$ cat config.mk
export PLATFORM = sky130hd
export DESIGN_NAME = arb_mux2_bits_stage
export DESIGN_NICKNAME = d
export VERILOG_FILES = /design/src/rtl/arb_mux2_bits_stage.sv
export SDC_FILE = /design/constraint.sdc
export NUM_CORES = 1
export LEC_CHECK = 0
export BUFFER_PORTS_ARGS = -buffer_cell sky130_fd_sc_hd__buf_2
export CORE_AREA = 2 2 39 41
export DETAILED_ROUTE_END_ITERATION = 10
export DIE_AREA = 0 0 41 43
export GPL_TIMING_DRIVEN = 0
export SYNTH_ARGS = -nofsm -noshare
export SYNTH_HDL_FRONTEND = slang
export SYNTH_SLANG_ARGS = --single-unit
$ cat constraint.sdc
create_clock -name CLK -period 3.6 [get_ports CLK]
set_clock_uncertainty 0.15 [all_clocks]
set_input_delay 0.72 -clock CLK [delete_from_list [all_inputs] [get_ports CLK]]
set_output_delay 0.72 -clock CLK [all_outputs]
set_load 0.02 [all_outputs]
$ cat src/rtl/arb_mux2_bits_stage.sv
// Two-input round-robin ready/valid arbiter driving a registered 2:1 mux stage.
// Optional packet locking (no interleaving inside a packet) via `ARB_MUX_PACKET_LOCK_EN.
module arb_mux2_bits_stage #(
    parameter int WIDTH = 2
) (
    input  logic             CLK,
    input  logic             ASYNCRESET,
    input  logic [WIDTH-1:0] I0_data,
    input  logic             I0_valid,
    output logic             I0_ready,
    input  logic [WIDTH-1:0] I1_data,
    input  logic             I1_valid,
    output logic             I1_ready,
`ifdef ARB_MUX_PACKET_LOCK_EN
    input  logic             I0_last,
    input  logic             I1_last,
    output logic             O_last,
`endif
    output logic             S,
    output logic [WIDTH-1:0] O_data,
    output logic             O_valid,
    input  logic             O_ready
);

    logic [WIDTH-1:0] o_data_q, o_data_d;
    logic             o_valid_q, o_valid_d;
    logic             last_grant_q, last_grant_d;
    logic             lock_active;
    logic             accept;
    logic             grant;
    logic             i0_ready, i1_ready;
    logic             xfer;

`ifdef ARB_MUX_PACKET_LOCK_EN
    logic lock_q, lock_d;
    logic o_last_q, o_last_d;
    logic mux_last;

    assign lock_active = lock_q;
`else
    assign lock_active = 1'b0;
`endif

    always_comb begin
        accept = !o_valid_q || O_ready;

        // With no requester the select parks on the previous winner to avoid toggling.
        grant = last_grant_q;
        if (!lock_active) begin
            case ({I1_valid, I0_valid})
                2'b01:   grant = 1'b0;
                2'b10:   grant = 1'b1;
                2'b11:   grant = !last_grant_q;
                default: grant = last_grant_q;
            endcase
        end

        i0_ready = !ASYNCRESET && accept && I0_valid && !grant;
        i1_ready = !ASYNCRESET && accept && I1_valid && grant;
        xfer     = i0_ready || i1_ready;

        o_valid_d    = o_valid_q;
        o_data_d     = o_data_q;
        last_grant_d = last_grant_q;
        if (xfer) begin
            o_valid_d    = 1'b1;
            o_data_d     = grant ? I1_data : I0_data;
            last_grant_d = grant;
        end else if (o_valid_q && O_ready) begin
            o_valid_d = 1'b0;
        end
    end

`ifdef ARB_MUX_PACKET_LOCK_EN
    always_comb begin
        mux_last = grant ? I1_last : I0_last;
        lock_d   = lock_q;
        o_last_d = o_last_q;
        if (xfer) begin
            lock_d   = !mux_last;
            o_last_d = mux_last;
        end
    end

    always_ff @(posedge CLK or posedge ASYNCRESET) begin
        if (ASYNCRESET) begin
            lock_q   <= 1'b0;
            o_last_q <= 1'b0;
        end else begin
            lock_q   <= lock_d;
            o_last_q <= o_last_d;
        end
    end

    assign O_last = o_last_q;
`endif

    // last_grant resets to 1 so that I0 wins the first contended cycle.
    always_ff @(posedge CLK or posedge ASYNCRESET) begin
        if (ASYNCRESET) begin
            o_data_q     <= '0;
            o_valid_q    <= 1'b0;
            last_grant_q <= 1'b1;
        end else begin
            o_data_q     <= o_data_d;
            o_valid_q    <= o_valid_d;
            last_grant_q <= last_grant_d;
        end
    end

    assign S        = grant;
    assign I0_ready = i0_ready;
    assign I1_ready = i1_ready;
    assign O_data   = o_data_q;
    assign O_valid  = o_valid_q;

endmodule

==> impl_metrics.csv <==
group,metric,value,unit
status,status,"completed",
setup_path,crit_path_end_kind,"output port",
synthesis,yosysSeqAreaShare,42.2,%
clock_tree,cts.sinks,4,
synthesis,syn_inst,27,
sta,maxSlewViolCount,0,
sta,period_share,67.2,%
setup_path,path_max_fanout,9,
setup_path,cpMostUsedCell,"buf_2",
sta,slew_headroom,81.2,%
power_and_ir_drop,p_per_area,489,mW/mm2
floorplanning,dieHeight,43,um
placement,port_buffers,14,
synthesis,syn_area,240,um2
clock_tree,cts.path.max_buffers,2,
sta,rsz0062_at_grt,"false",
clock_tree,cts_buffers,3,
floorplanning,initial_core_util,17.4,%
clock_tree,cts_htree_levels,1,
setup_path,critical_path.max_stage_delay,220,ps
layout,syn_to_final_growth,48.4,%
clock_tree,tritoncts,"yes",
setup_path,r2r_slack,2370,ps
global_route,grt_pass1_wl,931,um
setup_path,r2r-end,"O_data[1]$_DFFE_PP0P_",
synthesis,ys_types,17,
floorplanning,dieArea,0.00176,mm2
flow_run,drv_cap,0,
global_route,grt_max_degree,10,
setup_path,path_cells,"buf_2, inv_1, and3_1, nor2b_1, buf_2",
setup_path,reg2regPathDepth,3,
sta,fin_tns_setup,0,ps
clock_tree,clk_latency,230,ps
setup_path,crit_cells,5,
drt,wire_per_inst,9.72,um
floorplanning,die_w,41,um
synthesis,synth_top_area_share,31.3,%
drt,drt_iter0_drc,2,
setup_path,path_buf_inv,3,
setup_path,path_class,"in2out",
layout,drive_above_1_share,44.4,%
setup_path,r2r_start,"last_grant_q$_DFFE_PP1P_",
drt,vias,265,
synthesis,synth_area_per_cell,8.90,um2
power_and_ir_drop,total_power,0.174,mW
drt,drc_errors,0,
floorplanning,core-area,0.00138,mm2
global_route,antenna_found_initial,0,
power_and_ir_drop,clkPwrFrac,36.1,%
clock_tree,post_cts_buffers,0,
global_route,grt_use_total,8.85,%
synthesis,synth_top_cell_by_area,"dfrtp_1",
global_route,grt.overflow.total,0,
drt,routed_wl,593,um
worst_hold_path,hp-class,"in2async",
layout,most-common-layout-cells,"14 x buf_2, 4 x a31oi_1",
layout,nets,55,
synthesis,postSynthRegisterBits,4,
synthesis,ys_top_cells_by_area,"dfrtp_1 31%, dfstp_2 11%, a31oi_1 10%, o21ai_0 6.3%, nand3b_1 6.3%",
clock_tree,clkSlewWorstSetupHoldPaths,40,ps
setup_path,cp_data_required_time,2730,ps
power_and_ir_drop,p_int,0.117,mW
sta,hold_viol,0,
setup_path,crit_path_end,"I0_ready",
setup_path,cp-startpoint,"ASYNCRESET",
power_and_ir_drop,switchingPower,0.0567,mW
setup_path,arrival,1550,ps
clock_tree,post_cts_resized,0,
synthesis,synth_warnings,0,
drt,drt_first_pass_iters,3,
layout,n_antenna_cell,0,
placement,place_congestion,0.647,
floorplanning,placementRows,14,
clock_tree,holdBufCountCts,0,
placement,dp_hpwl,462,um
sta,worst-slew-pin-transition,281,ps
power_and_ir_drop,vdd_drop_max,0.000229,V
layout,fillers,161,
layout,mostFrequentLayoutCell,"buf_2",
setup_path,crit_slowest_cell,"and3_1",
power_and_ir_drop,p_seq_share,34.3,%
floorplanning,num_io_pins,15,
power_and_ir_drop,swShare,32.6,%
drt,viasPerCell,4.34,
drt,ant_nets,0,
power_and_ir_drop,p_leak,0.171,nW
global_route,grt_pass1_vias,243,
synthesis,synth_nets,36,
placement,place_ws,1170,ps
clock_tree,clk_root_buffer_cell,"clkbuf_4",
sta,setup_ws,1180,ps
setup_path,path_delay_family,"buffers and inverters",
sta,max_clock_freq,414,MHz
sta,min_period,2420,ps
setup_path,start_kind,"input pin",
sta,setup_viol,0,
power_and_ir_drop,power_frac_comb,29.5,%
[kinds of logic after synthesis]
group	after synthesis	synth area share [%]
simple gates	14	35.4
buf+inv	1	1.56
mux	1	4.17
flops	4	42.2
compound gates	7	16.7
[power groups by stage]
stage	clock network (mW)	logic (mW)	registers, mW
floorplan	0	0.0261	0.0676
global placement	0	0.0509	0.0605
detailed placement	0	0.0521	0.0607
CTS	0.0663	0.0524	0.0602
global route	0.0703	0.0567	0.0609
finish	0.0629	0.0515	0.0598
[registers in the layout, indices dropped and copies added, names as in the netlist]
name	flops
O_data	2
last_grant_q	1
O_valid	1
[synth_stat cells, drive strengths merged]
cell type  number
a31oi           4
and2            1
and3            2
dfrtp           3
dfstp           1
inv             1
mux2i           1
nand2           1
nand2b          1
nand3           1
nand3b          2
nor2            3
nor2b           1
nor3            1
o21ai           3
or2             1
[per-stage QoR]
stage | hold slack, ps | util, % | instance area (um2) | std cells
2_1_floorplan | 328 | - | 240 | 27
3_3_place_gp | 339 | 23.9 | 330 | 57
3_5_place_dp | 342 | 23.9 | 330 | 57
4_1_cts | 260 | 25.8 | 357 | 61
5_1_grt | 263 | 25.8 | 357 | 61
6_report | 258 | 25.8 | 357 | 61
[area by class of cell]
cell class | instances | area (um2) | share of cell area, %
repair buffers | 14 | 70.1 | 19.6
multi-input cells | 22 | 135 | 37.9
inverters | 1 | 3.75 | 1.05
clock buffers | 4 | 26.3 | 7.37
flip-flops and latches | 4 | 101 | 28.4
well taps | 16 | 20.0 | 5.61
[routing by layer]
metal  GRT usage, %  vias to the layer above  wire [um]
met4           6.00                        0          0
met3           7.85                        0         36
met5              0                        -          0
met1           8.09                      122        235
met2           12.2                        7        321
li1               -                      136          -
[worst min path at each step]
stage	startpoint	end	slack, ps	cells past startpoint
after floorplan	last_grant_q$_DFFE_PP1P_	last_grant_q$_DFFE_PP1P_	330	1
after global placement	last_grant_q$_DFFE_PP1P_	last_grant_q$_DFFE_PP1P_	340	1
after detailed placement	last_grant_q$_DFFE_PP1P_	last_grant_q$_DFFE_PP1P_	340	1
after CTS	ASYNCRESET	O_data[1]$_DFFE_PP0P_	260	2
after global routing	ASYNCRESET	O_data[0]$_DFFE_PP0P_	260	2
final	ASYNCRESET	O_data[0]$_DFFE_PP0P_	260	2
Note: power is estimated with default switching activity, not from simulation.
